==> src/rtl/pipeline_exec_ctrl_if.sv <==
// Debug-unit / hazard-unit side of the run/step/halt sequencer.
// The master drives the run commands, hazard flag and fetched word.
// The slave (the sequencer) returns the pipeline enables and status.
interface pipeline_exec_ctrl_if #(
   parameter int CNT_W = 32
);
   logic             i_start;
   logic             i_mode;
   logic             i_step;
   logic             i_abort;
   logic             i_hazard_detected;
   logic [31:0]      i_if_instruction;
   logic             o_pipe_en;
   logic             o_pc_en;
   logic             o_if_id_en;
   logic             o_if_flush;
   logic             o_id_ex_bubble;
   logic             o_busy;
   logic             o_done;
   logic [CNT_W-1:0] o_cycle_cnt;
   logic [2:0]       o_state;

   modport master (
      output i_start, i_mode, i_step, i_abort, i_hazard_detected, i_if_instruction,
      input  o_pipe_en, o_pc_en, o_if_id_en, o_if_flush, o_id_ex_bubble,
             o_busy, o_done, o_cycle_cnt, o_state
   );

   modport slave (
      input  i_start, i_mode, i_step, i_abort, i_hazard_detected, i_if_instruction,
      output o_pipe_en, o_pc_en, o_if_id_en, o_if_flush, o_id_ex_bubble,
             o_busy, o_done, o_cycle_cnt, o_state
   );
endinterface

==> src/rtl/pipeline_exec_ctrl.sv <==
// Run/step/halt sequencer for the 5-stage pipeline.
// Runs continuously or one clock per step pulse, turns the ID-stage hazard
// flag into PC / IF-ID / ID-EX controls, and after fetching HALT freezes
// fetch, drains the in-flight instructions and reports DONE with a count
// of enabled cycles. CNT_W must match the width the interface was built with.
module pipeline_exec_ctrl #(
   parameter logic [31:0] HALT_INSTR   = 32'hFC000000,
   parameter int          DRAIN_CYCLES = 4,
   parameter int          CNT_W        = 32
) (
   input  logic                    i_clk,
   input  logic                    i_rst,
   pipeline_exec_ctrl_if.slave     bus
);

   typedef enum logic [2:0] {
      IDLE      = 3'd0,
      RUN       = 3'd1,
      STEP_WAIT = 3'd2,
      STEP_EXEC = 3'd3,
      DONE      = 3'd4
   } state_t;

   localparam logic [3:0] DRAIN_LOAD = 4'(DRAIN_CYCLES);

   state_t           state_reg, state_next;
   logic             halt_seen_reg, halt_seen_next;
   logic [3:0]       drain_cnt_reg, drain_cnt_next;
   logic [CNT_W-1:0] cycle_cnt_reg, cycle_cnt_next;

   logic en;
   logic accepted;

   assign en       = (state_reg == RUN) || (state_reg == STEP_EXEC);
   assign accepted = en & ~bus.i_hazard_detected;

   // State, halt tracking and cycle counter registers
   always_ff @(posedge i_clk or negedge i_rst) begin
      if (!i_rst) begin
         state_reg     <= IDLE;
         halt_seen_reg <= 1'b0;
         drain_cnt_reg <= 4'd0;
         cycle_cnt_reg <= '0;
      end else begin
         state_reg     <= state_next;
         halt_seen_reg <= halt_seen_next;
         drain_cnt_reg <= drain_cnt_next;
         cycle_cnt_reg <= cycle_cnt_next;
      end
   end

   // Next-state logic: abort wins, then start/step/halt/drain handling
   always_comb begin
      state_next     = state_reg;
      halt_seen_next = halt_seen_reg;
      drain_cnt_next = drain_cnt_reg;
      cycle_cnt_next = cycle_cnt_reg;

      if (bus.i_abort) begin
         // Count is kept so the debugger can still read how far the run got
         state_next     = IDLE;
         halt_seen_next = 1'b0;
         drain_cnt_next = 4'd0;
      end else begin
         // Stalled cycles count too; saturate instead of wrapping
         if (en && (cycle_cnt_reg != {CNT_W{1'b1}}))
            cycle_cnt_next = cycle_cnt_reg + CNT_W'(1);

         case (state_reg)
            IDLE, DONE: begin
               if (bus.i_start) begin
                  cycle_cnt_next = '0;
                  halt_seen_next = 1'b0;
                  drain_cnt_next = 4'd0;
                  state_next     = bus.i_mode ? STEP_WAIT : RUN;
               end
            end
            RUN, STEP_EXEC: begin
               if (state_reg == STEP_EXEC)
                  state_next = STEP_WAIT;
               if (accepted) begin
                  if (halt_seen_reg) begin
                     // Only non-stalled cycles move older instructions forward
                     drain_cnt_next = drain_cnt_reg - 4'd1;
                     if (drain_cnt_reg == 4'd1)
                        state_next = DONE;
                  end else if (bus.i_if_instruction == HALT_INSTR) begin
                     // HALT itself goes into IF/ID; fetch is frozen from here on
                     halt_seen_next = 1'b1;
                     drain_cnt_next = DRAIN_LOAD;
                  end
               end
            end
            STEP_WAIT: begin
               if (bus.i_step)
                  state_next = STEP_EXEC;
            end
            default: state_next = IDLE;
         endcase
      end
   end

   // Pipeline controls depend on state plus the live hazard flag
   always_comb begin
      bus.o_pipe_en      = en;
      bus.o_pc_en        = en & ~bus.i_hazard_detected & ~halt_seen_reg;
      bus.o_if_id_en     = en & ~bus.i_hazard_detected;
      bus.o_if_flush     = en & ~bus.i_hazard_detected & halt_seen_reg;
      bus.o_id_ex_bubble = en & bus.i_hazard_detected;
      bus.o_busy         = (state_reg == RUN) || (state_reg == STEP_WAIT) ||
                           (state_reg == STEP_EXEC);
      bus.o_done         = (state_reg == DONE);
      bus.o_cycle_cnt    = cycle_cnt_reg;
      bus.o_state        = state_reg;
   end

endmodule

==> src/flat_wrapper.sv <==
// flat-port wrapper written by rule: the top's interface ports become plain ports
module pipeline_exec_ctrl_flat 
#(
   parameter logic [31:0] HALT_INSTR   = 32'hFC000000,
   parameter int          DRAIN_CYCLES = 4,
   parameter int          CNT_W        = 32
)
  (i_clk, i_rst, bus_i_start, bus_i_mode, bus_i_step, bus_i_abort, bus_i_hazard_detected, bus_i_if_instruction, bus_o_pipe_en, bus_o_pc_en, bus_o_if_id_en, bus_o_if_flush, bus_o_id_ex_bubble, bus_o_busy, bus_o_done, bus_o_cycle_cnt, bus_o_state);
  pipeline_exec_ctrl_if #(.CNT_W(CNT_W)) bus_i ();
  input  logic i_clk;
  input  logic i_rst;
  input wire logic [$bits(bus_i.i_start)-1:0] bus_i_start;
  input wire logic [$bits(bus_i.i_mode)-1:0] bus_i_mode;
  input wire logic [$bits(bus_i.i_step)-1:0] bus_i_step;
  input wire logic [$bits(bus_i.i_abort)-1:0] bus_i_abort;
  input wire logic [$bits(bus_i.i_hazard_detected)-1:0] bus_i_hazard_detected;
  input wire logic [$bits(bus_i.i_if_instruction)-1:0] bus_i_if_instruction;
  output wire logic [$bits(bus_i.o_pipe_en)-1:0] bus_o_pipe_en;
  output wire logic [$bits(bus_i.o_pc_en)-1:0] bus_o_pc_en;
  output wire logic [$bits(bus_i.o_if_id_en)-1:0] bus_o_if_id_en;
  output wire logic [$bits(bus_i.o_if_flush)-1:0] bus_o_if_flush;
  output wire logic [$bits(bus_i.o_id_ex_bubble)-1:0] bus_o_id_ex_bubble;
  output wire logic [$bits(bus_i.o_busy)-1:0] bus_o_busy;
  output wire logic [$bits(bus_i.o_done)-1:0] bus_o_done;
  output wire logic [$bits(bus_i.o_cycle_cnt)-1:0] bus_o_cycle_cnt;
  output wire logic [$bits(bus_i.o_state)-1:0] bus_o_state;
  assign bus_i.i_start = bus_i_start;
  assign bus_i.i_mode = bus_i_mode;
  assign bus_i.i_step = bus_i_step;
  assign bus_i.i_abort = bus_i_abort;
  assign bus_i.i_hazard_detected = bus_i_hazard_detected;
  assign bus_i.i_if_instruction = bus_i_if_instruction;
  assign bus_o_pipe_en = bus_i.o_pipe_en;
  assign bus_o_pc_en = bus_i.o_pc_en;
  assign bus_o_if_id_en = bus_i.o_if_id_en;
  assign bus_o_if_flush = bus_i.o_if_flush;
  assign bus_o_id_ex_bubble = bus_i.o_id_ex_bubble;
  assign bus_o_busy = bus_i.o_busy;
  assign bus_o_done = bus_i.o_done;
  assign bus_o_cycle_cnt = bus_i.o_cycle_cnt;
  assign bus_o_state = bus_i.o_state;
  pipeline_exec_ctrl #(.HALT_INSTR(HALT_INSTR), .DRAIN_CYCLES(DRAIN_CYCLES), .CNT_W(CNT_W)) u_core (.i_clk(i_clk), .i_rst(i_rst), .bus(bus_i));
endmodule
==> config.mk <==
export PLATFORM = sky130hd
export DESIGN_NAME = pipeline_exec_ctrl_flat
export DESIGN_NICKNAME = d
export VERILOG_FILES = /design/src/rtl/pipeline_exec_ctrl_if.sv /design/src/rtl/pipeline_exec_ctrl.sv /design/src/flat_wrapper.sv
export SDC_FILE = /design/constraint.sdc
export NUM_CORES = 1
export LEC_CHECK = 0
export CORE_UTILIZATION = 35
export CTS_CLUSTER_SIZE = 40
export DETAILED_ROUTE_END_ITERATION = 8
export GPL_TIMING_DRIVEN = 0
export PLACE_DENSITY_LB_ADDON = 0.08
export REMOVE_ABC_BUFFERS = 1
export SLEW_MARGIN = 30
export SYNTH_ARGS = -nofsm -noshare
export SYNTH_HDL_FRONTEND = slang
export SYNTH_SLANG_ARGS = --single-unit
==> constraint.sdc <==
create_clock -name i_clk -period 2.7 [get_ports i_clk]
set_input_delay 0.54 -clock i_clk [delete_from_list [all_inputs] [get_ports i_clk]]
set_output_delay 0.54 -clock i_clk [all_outputs]
set_load 0.02 [all_outputs]
==> results by group, run 1 <==
Clock network
  – TritonCTS clock tree: built
  – Clock transition at the registers of the reported paths: 80 ps
  – Post-CTS Hold Fix Bufs: 0
  – H-tree levels: 2
  – Total number of clock tree sinks: 40
  – Worst-case clock buffer depth: 2
  – Clock tree root driver cell: sky130_fd_sc_hd__clkbuf_8
  – Clock latency at the later pin of the worst-skew pair: 280 ps
  – Number of buffers added by the clock tree synthesis step: 5

Floorplan
  – Horizontal extent of the die: 89.8 um
  – Die Ht: 89.8 um
  – Initial standard-cell utilization of the core: 0.366
  – I/O pin total: 81
  – FP Rows: 31
  – Core box area: 7370 um^2
  – Die footprint: 8060 um^2

STA
  – Setup repair after global routing missed its margin: no
  – Total negative slack: 0 ps
  – Fmax: 0.398 GHz
  – Maximum clock skew at final layout: 7.02 ps
  – Share of the cycle needed by the critical path after routing: 0.931
  – Actual slew at the worst max-slew pin: 957 ps
  – Tmin final: 2510 ps
  – Number of pins exceeding their max-slew limit in the final report: 0
  – Final setup fails: 0
  – Fin worst setup slack: 185 ps
  – Number of failing hold endpoints at the final stage: 0
  – Slew Limit Headroom: 0.358

Synthesis
  – Leading register cell type out of synthesis: sky130_fd_sc_hd__dfrtp_1
  – Cells taking the most area after synthesis: sky130_fd_sc_hd__dfrtp_1 37%, sky130_fd_sc_hd__nand2_1 5.6%, sky130_fd_sc_hd__nand3_1 4.1%
  – Number of storage elements in the synthesis netlist: 40
  – Count of flip-flops with a built-in enable after synthesis: 0
  – Average cell area after synthesis: 8.73 um^2
  – Number of distinct library cells after synthesis: 62
  – Cell Area, Synth: 2700 um^2
  – Post-Syn Instances: 309
  – Synth cell count leaders: 40 x sky130_fd_sc_hd__dfrtp_1, 40 x sky130_fd_sc_hd__nand2_1, 22 x sky130_fd_sc_hd__nand3_1
  – Synth top area share: 0.371
  – Yosys warnings: 0
  – Share of the yosys chip area belonging to registers: 0.371
  – Ys async rst share: 1.00
  – Top cell type by total area after synthesis: sky130_fd_sc_hd__dfrtp_1

Cells and area
  – Diode count: 0
  – Nets@finish: 425
  – Flip-flop count of the largest register after layout: 32
  – FF+latch area: 1000 um^2
  – Area Overhead vs Synth: 36.7%
  – Layout cell share with drive strength beyond 1: 0.0859
  – Layout Cell Area excl Fill: 3690 um^2
  – Area of the multi-input gates: 1600 um^2
  – Number of fill cells: 711
  – Non-filler instance count after layout: 483

Critical path
  – Reg2Reg Depth: 5
  – Launching point of the worst reg2reg path: u_core.bus.o_cycle_cnt[17]
  – Cell Chain, Critical Path: clkdlybuf4s50_1 -> or3b_2 -> nand2b_4 -> nor3_1 -> or3b_2 -> nand3_1
  – Reg-to-reg endpoint: u_core.bus.o_cycle_cnt[29]
  – Crit end category: flip-flop
  – Largest fanout on the critical path: 29
  – Nature of the critical path startpoint: input port
  – Classification of the worst setup path: input port to flip-flop
  – R2R Setup Slk: 220 ps
  – Critical-path top delay cell: sky130_fd_sc_hd__or3b_2
  – Crit-path max cell delay: 650 ps
  – Required time of the critical path: 2910 ps
  – Data arrival time of the worst path: 2730 ps
  – Critical Path Most Common Cell: sky130_fd_sc_hd__or3b_2

Global route
  – Initial antenna violation count: 0
  – Total routing usage reported by global routing: 0.200
  – Pin count of the biggest net entering global routing: 41
  – First-pass GRT wire length: 13.2 mm
  – Total global routing overflow: 0
  – Number of global-route vias before repair: 2617

Hold path
  – Tightest Hold Check Type: input port to asynchronous set/reset pin

Place
  – Placed instance area: 3570 um^2
  – Post-placement setup slack: -327 ps
  – Buffers on Ports: 80
  – Cells after DPL: 473
  – Final HPWL from detailed placement: 5.44 mm
  – GPL Wtd Cong: 0.772

Run
  – Number of max-cap violations: 0

Detailed routing
  – Antenna Violating Nets Remaining: 0
  – Routed wire per std cell: 16.4 um
  – Count of routing violations after the opening detailed-route iteration: 140
  – DR vias/cell: 5.65
  – Vias post-DR: 2727
  – Final WL: 7.92 mm
  – Residual DRC count: 0
  – Detailed-routing iteration count for the pre-antenna-repair pass: 5

Pwr
  – Power per cell area: 610 nW/um^2
  – Sum of internal, switching and leakage power: 2.25 mW
  – Static leakage power: 1.46 nW
  – Largest vdd supply drop: 0.000362 V

Outcome
  – Status: complete, no violations
## metal layers
layer / vias up / track usage / part of all wire
met5: - / 0 / 0
met4: 0 / 0.0546 / 0.010
met3: 6 / 0.0347 / 0.049
met2: 74 / 0.335 / 0.47
met1: 1307 / 0.264 / 0.47
li1: 1340 / - / -
## layout make-up
type / count / share of cell area
timing repair buffer: 82 / 0.224
inverter: 12 / 0.0122
tap: 99 / 0.0336
multi-input combinational: 242 / 0.434
clock buffer: 8 / 0.0244
sequential: 40 / 0.271
## worst max-delay path, delay by kind of cell
family                 cells  cell delay (ps)
buffers and inverters      1              420
AND/OR/NAND/NOR            5             1750
## through the flow
stage / hold slack, ps / utilization
after detailed placement: 504 / 0.484
after floorplan: 244 / -
after CTS: 251 / 0.499
after global routing: 263 / 0.500
final: 225 / 0.500
after global placement: 502 / 0.481
## report_power, final
group | switching (mW) | internal (mW) | leakage, nW
registers | 0.171 | 0.710 | 0.535
clock network | 0.199 | 0.209 | 0.0455
logic | 0.515 | 0.445 | 0.875
## cells by family after synthesis
family,count (synthesis),synth area share
AO/OA/AOI/OAI,75,0.212
adder cells (fa/ha/maj),3,0.0139
flip-flops,40,0.371
AND/OR/NAND/NOR,160,0.345
buffers and inverters,28,0.0459
multiplexers,3,0.0116
## timing repair
action | CTS | global route
endpoints found under the setup margin | 5 | 2
gates resized for setup | 4 | 0
pin swaps | 0 | 1
buffers inserted | 1 | 0
gates cloned | 0 | 1
## worst max path at each step
stage | slack [ps] | startpoint | to
after floorplan | 170 | u_core.bus.o_state[0] | bus_o_if_flush
after global placement | -1030 | bus_i_abort | u_core.bus.o_cycle_cnt[31]
after detailed placement | -330 | bus_i_start | u_core.bus.o_cycle_cnt[31]
after CTS | 90 | u_core.bus.o_cycle_cnt[0] | u_core.bus.o_cycle_cnt[0]
after global routing | 60 | u_core.bus.o_cycle_cnt[18] | u_core.bus.o_cycle_cnt[13]
final | 190 | bus_i_start | u_core.bus.o_cycle_cnt[31]
## placed cells by master (no fill, tap or decap), types with 3 or more instances in the layout
master,synthesis,routed
sky130_fd_sc_hd__or4_1,5,5
sky130_fd_sc_hd__nand4_1,5,5
sky130_fd_sc_hd__and4_1,4,4
sky130_fd_sc_hd__dfrtp_1,40,40
sky130_fd_sc_hd__a22oi_1,5,5
sky130_fd_sc_hd__clkdlybuf4s50_1,0,77
sky130_fd_sc_hd__nand2_1,40,40
sky130_fd_sc_hd__nor4_1,8,8
sky130_fd_sc_hd__nor3_1,10,10
sky130_fd_sc_hd__nor2_1,21,21
sky130_fd_sc_hd__a21oi_1,8,8
sky130_fd_sc_hd__o311ai_0,11,11
sky130_fd_sc_hd__o211ai_1,11,11
sky130_fd_sc_hd__nand3_1,22,22
sky130_fd_sc_hd__and3_2,3,3
sky130_fd_sc_hd__and3_1,6,6
sky130_fd_sc_hd__clkbuf_8,0,6
sky130_fd_sc_hd__a31o_2,3,3
sky130_fd_sc_hd__and2_1,5,5
sky130_fd_sc_hd__o21ai_0,9,9
sky130_fd_sc_hd__ha_1,3,3
sky130_fd_sc_hd__nand4_4,3,3
sky130_fd_sc_hd__nand2b_1,6,5
sky130_fd_sc_hd__inv_1,12,12
sky130_fd_sc_hd__or3_1,5,5
Note: power is estimated with default switching activity, not from simulation.
==> run 2: changes to the inputs <==
CTS_BUF_LIST = sky130_fd_sc_hd__clkbuf_4   (was default)
==> results by group, run 2 (synthesized netlist as in run 1, its figures left out) <==
STA
  – Maximum clock skew at final layout: 13.7 ps
  – Setup repair after global routing missed its margin: no
  – Number of failing hold endpoints at the final stage: 0
  – Share of the cycle needed by the critical path after routing: 0.930
  – Fmax: 0.398 GHz
  – Final setup fails: 0
  – Tmin final: 2510 ps
  – Number of pins exceeding their max-slew limit in the final report: 0
  – Actual slew at the worst max-slew pin: 882 ps
  – Slew Limit Headroom: 0.408
  – Worst hold slack across all endpoints: 148 ps

Critical path
  – Data arrival time of the worst path: 1970 ps
  – Crit-path max cell delay: 630 ps
  – Critical-path top delay cell: sky130_fd_sc_hd__clkdlybuf4s50_1
  – Number of buffer and inverter instances along the worst setup path: 3
  – Classification of the worst setup path: input port to output port
  – Crit end category: output port
  – Required time of the critical path: 2160 ps
  – Critical Path Most Common Cell: sky130_fd_sc_hd__clkdlybuf4s50_1
  – Largest fanout on the critical path: 6
  – Cell Chain, Critical Path: clkdlybuf4s50_1 -> nand2b_1 -> inv_1 -> clkdlybuf4s50_1
  – Cell family with most CP delay: buffers and inverters
  – Nature of the critical path startpoint: input port

Detailed routing
  – Vias post-DR: 2724
  – Residual DRC count: 0
  – DR vias/cell: 5.64
  – Count of routing violations after the opening detailed-route iteration: 131
  – Final WL: 7.86 mm
  – Antenna Violating Nets Remaining: 0
  – Routed wire per std cell: 16.3 um
  – Detailed-routing iteration count for the pre-antenna-repair pass: 4

Hold path
  – Tightest Hold Check Type: input port to asynchronous set/reset pin

Global route
  – Number of global-route vias before repair: 2616
  – First-pass GRT wire length: 13.2 mm
  – Initial antenna violation count: 0
  – Pin count of the biggest net entering global routing: 41
  – Total routing usage reported by global routing: 0.200
  – Total global routing overflow: 0

Floorplan
  – Initial standard-cell utilization of the core: 0.366
  – Die footprint: 8060 um^2
  – Core box area: 7370 um^2
  – Die Ht: 89.8 um
  – I/O pin total: 81
  – Horizontal extent of the die: 89.8 um
  – FP Rows: 31

Clock network
  – Number of buffers added by the clock tree synthesis step: 5
  – Clock transition at the registers of the reported paths: 120 ps
  – H-tree levels: 2
  – Clock latency at the later pin of the worst-skew pair: 350 ps
  – Clock tree root driver cell: sky130_fd_sc_hd__clkbuf_4
  – TritonCTS clock tree: built
  – Worst-case clock buffer depth: 2
  – Total number of clock tree sinks: 40
  – Post-CTS Hold Fix Bufs: 0

Pwr
  – Static leakage power: 1.44 nW
  – Sum of internal, switching and leakage power: 2.16 mW
  – Sequential power share: 0.409
  – Switching power as a share of total power: 0.408
  – Largest vdd supply drop: 0.000360 V
  – Part of the total power dissipated in the clock network: 0.147
  – Pint: 1.28 mW
  – Power per cell area: 591 nW/um^2
  – Proportion of power drawn by combinational gates: 0.444
  – Psw: 0.881 mW

Outcome
  – Status: complete, no violations

Cells and area
  – Nets@finish: 425
  – Diode count: 0
  – Most used cells in the layout excluding fill and tap cells: 77 x sky130_fd_sc_hd__clkdlybuf4s50_1, 40 x sky130_fd_sc_hd__nand2_1, 39 x sky130_fd_sc_hd__dfrtp_1
  – Most common cell after layout, fill and taps aside: sky130_fd_sc_hd__clkdlybuf4s50_1
  – Area Overhead vs Synth: 35.4%
  – Flip-flop count of the largest register after layout: 32
  – Number of fill cells: 718
  – Layout cell share with drive strength beyond 1: 0.0911

Place
  – Final HPWL from detailed placement: 5.44 mm
  – GPL Wtd Cong: 0.772
  – Buffers on Ports: 80

Run
  – Number of max-cap violations: 0
-- run 2: cell types whose count changed in the layout (fill, tap and decap cells not counted), sizes merged --
cell,delta
clkinv,+1
clkbuf,-1
-- run 2: path summary, 6_finish.rpt --
path                                      startpoint                        end  slack [ps]  cells past startpoint
setup / recovery               bus_i_hazard_detected             bus_o_if_id_en         190                      4
hold / removal                                 i_rst       u_core.halt_seen_reg         150                      1
setup reg to reg           u_core.bus.o_cycle_cnt[0]  u_core.bus.o_cycle_cnt[9]         260                      6
hold reg to reg              u_core.drain_cnt_reg[3]    u_core.drain_cnt_reg[3]         510                      1
max in group asynchronous                      i_rst      u_core.bus.o_state[0]        2150                      1
min in group i_clk           u_core.drain_cnt_reg[3]    u_core.drain_cnt_reg[3]         510                      1
-- run 2: metal layers --
layer  up-vias  GRT usage  wire, um
met2        61      0.333      3660
met4         0     0.0546        88
met5         -          0         0
met1      1316      0.265      3750
li1       1338          -         -
met3         9     0.0347       361
-- run 2: timing repair --
item,CTS,global route
cloned,0,1
resized for setup,4,1
buffers inserted,1,0
pin swaps,0,1
endpoints found under the setup margin,5,7
-- run 2: power by group through the flow --
stage | clock [mW] | combinational (mW) | sequential (mW)
2_1_floorplan | 0 | 0.359 | 0.992
3_3_place_gp | 0 | 0.932 | 0.890
3_5_place_dp | 0 | 0.941 | 0.895
4_1_cts | 0.331 | 0.957 | 0.883
5_1_grt | 0.358 | 1.04 | 0.909
6_report | 0.317 | 0.959 | 0.883
-- run 2: per-stage QoR --
step           instance area, um^2  TNS [ps]  setup slack [ps]  utilization  std cells
6_report                      3650         0               189        0.496        483
5_1_grt                       3650         0              95.0        0.496        483
4_1_cts                       3640         0              32.5        0.494        482
3_5_place_dp                  3570     -5100              -327        0.484        473
3_3_place_gp                  3540    -30310             -1030        0.481        472
2_1_floorplan                 2620         0               167            -        293
-- run 2: final cells by class --
cell class	count	area (um^2)	area share
multi-input combinational	242	1600	0.437
sequential	40	1000	0.274
timing repair buffer	82	827	0.226
tap	99	124	0.0339
clock buffer	7	52.6	0.0144
inverter	12	45.0	0.0123
clock inverter	1	3.75	0.00103
==> run 3: changes to the inputs <==
CORE_UTILIZATION = 45   (was 35)
==> results by group, run 3 (synthesized netlist as in run 1, its figures left out) <==
Cells and area
  – Diode count: 0
  – Flip-flop count of the largest register after layout: 32
  – Layout Cell Area excl Fill: 3610 um^2
  – Layout cell share with drive strength beyond 1: 0.0914
  – Area Overhead vs Synth: 33.7%
  – Most common cell after layout, fill and taps aside: sky130_fd_sc_hd__clkdlybuf4s50_1
  – Nets@finish: 425
  – Final Core Density: 0.639
  – Non-filler instance count after layout: 455
  – Most used cells in the layout excluding fill and tap cells: 77 x sky130_fd_sc_hd__clkdlybuf4s50_1, 40 x sky130_fd_sc_hd__nand2_1, 39 x sky130_fd_sc_hd__dfrtp_1

Global route
  – Total routing usage reported by global routing: 0.253
  – Global Route met1 Usage: 0.331
  – Total global routing overflow: 0
  – Pin count of the biggest net entering global routing: 41
  – Initial antenna violation count: 0
  – Met2 GRT Util: 0.425
  – Number of global-route vias before repair: 2592
  – First-pass GRT wire length: 12.5 mm
  – Layer with the highest usage after global routing: met2
  – GRT met3 Usage: 0.0560

Clock network
  – Clock latency at the later pin of the worst-skew pair: 360 ps
  – Number of buffers added by the clock tree synthesis step: 5
  – Total number of clock tree sinks: 40
  – Clock transition at the registers of the reported paths: 130 ps
  – TritonCTS clock tree: built
  – Clock tree root driver cell: sky130_fd_sc_hd__clkbuf_4
  – H-tree levels: 2
  – Worst-case clock buffer depth: 2

Critical path
  – Crit end category: flip-flop
  – Largest fanout on the critical path: 29
  – Nature of the critical path startpoint: input port
  – Required time of the critical path: 3000 ps
  – Classification of the worst setup path: input port to flip-flop
  – Data arrival time of the worst path: 2880 ps

Floorplan
  – Horizontal extent of the die: 79.4 um
  – I/O pin total: 81
  – FP Rows: 27
  – Die Ht: 79.4 um
  – Core box area: 5640 um^2
  – Die footprint: 6310 um^2
  – Initial standard-cell utilization of the core: 0.478

STA
  – Maximum clock skew at final layout: 16.1 ps
  – Final setup fails: 0
  – Fmax: 0.387 GHz
  – Share of the cycle needed by the critical path after routing: 0.958
  – Tmin final: 2590 ps
  – Actual slew at the worst max-slew pin: 886 ps
  – Slew Limit Headroom: 0.406
  – Fin worst setup slack: 114 ps
  – Number of failing hold endpoints at the final stage: 0
  – Setup repair after global routing missed its margin: no
  – Total negative slack: 0 ps
  – Number of pins exceeding their max-slew limit in the final report: 0

Detailed routing
  – Antenna Violating Nets Remaining: 0
  – DR vias/cell: 6.15
  – Residual DRC count: 0
  – Routed wire per std cell: 16.7 um
  – Count of routing violations after the opening detailed-route iteration: 207
  – Final WL: 7.61 mm
  – Vias post-DR: 2796
  – Detailed-routing iteration count for the pre-antenna-repair pass: 6

Hold path
  – Tightest Hold Check Type: input port to asynchronous set/reset pin

Pwr
  – Power per cell area: 593 nW/um^2
  – Static leakage power: 1.43 nW
  – Largest vdd supply drop: 0.000418 V

Place
  – Cells after DPL: 446
  – Placed instance area: 3530 um^2
  – GPL Wtd Cong: 0.788
  – Final HPWL from detailed placement: 5.19 mm
  – Post-placement setup slack: -271 ps
  – Buffers on Ports: 80

Outcome
  – Status: complete, no violations

Run
  – Number of max-cap violations: 0
## run 3: final timing paths
check | start | endpoint | cells past startpoint | slack (ps)
min | i_rst | u_core.bus.o_cycle_cnt[20] | 1 | 140
min in group i_clk | u_core.drain_cnt_reg[3] | u_core.drain_cnt_reg[3] | 1 | 520
min reg2reg | u_core.drain_cnt_reg[3] | u_core.drain_cnt_reg[3] | 1 | 520
max | bus_i_start | u_core.bus.o_cycle_cnt[31] | 6 | 110
max reg2reg | u_core.bus.o_state[1] | u_core.bus.o_cycle_cnt[31] | 5 | 280
max in group asynchronous | i_rst | u_core.bus.o_cycle_cnt[11] | 2 | 2070
## run 3: area by class of cell
class                           instances  area [um^2]
Multi-Input combinational cell        242         1600
Sequential cell                        40         1000
Tap cell                               72         90.1
Fill cell                             496         2030
Timing Repair Buffer                   82          825
Clock inverter                          1         5.00
Clock buffer                            6         45.0
Inverter                               12         45.0
## run 3: timing repair
| action | in CTS | in global routing |
|---|---|---|
| gates cloned | 0 | 1 |
| resized for setup | 4 | 0 |
| endpoints found under the hold margin | 0 | 0 |
| hold buffers | 0 | 0 |
| setup endpoints to repair | 5 | 7 |
| pin swaps | 0 | 1 |
| buffers inserted | 1 | 0 |
## run 3: critical path, stage by stage
cell,delay (ps)
sky130_fd_sc_hd__clkdlybuf4s50_1,430
sky130_fd_sc_hd__or3b_2,610
sky130_fd_sc_hd__nand2b_2,500
sky130_fd_sc_hd__nor3_1,240
sky130_fd_sc_hd__or3b_2,450
sky130_fd_sc_hd__nand3_1,100
## run 3: power by group
part | leakage, nW | internal, mW | switching, mW
clock | 0.0315 | 0.106 | 0.201
sequential | 0.534 | 0.711 | 0.169
combinational | 0.868 | 0.444 | 0.508
total | 1.43 | 1.26 | 0.878
## run 3: through the flow
step	hold slack [ps]	total power [mW]
floorplan	244	1.35
global placement	493	1.81
detailed placement	508	1.83
CTS	159	2.14
global route	154	2.28
finish	138	2.14
## run 3: metal layers
layer | wire (um) | share of wire
met2 | 3780 | 0.50
met4 | 90 | 0.012
met1 | 3330 | 0.44
met3 | 408 | 0.054
met5 | 0 | 0
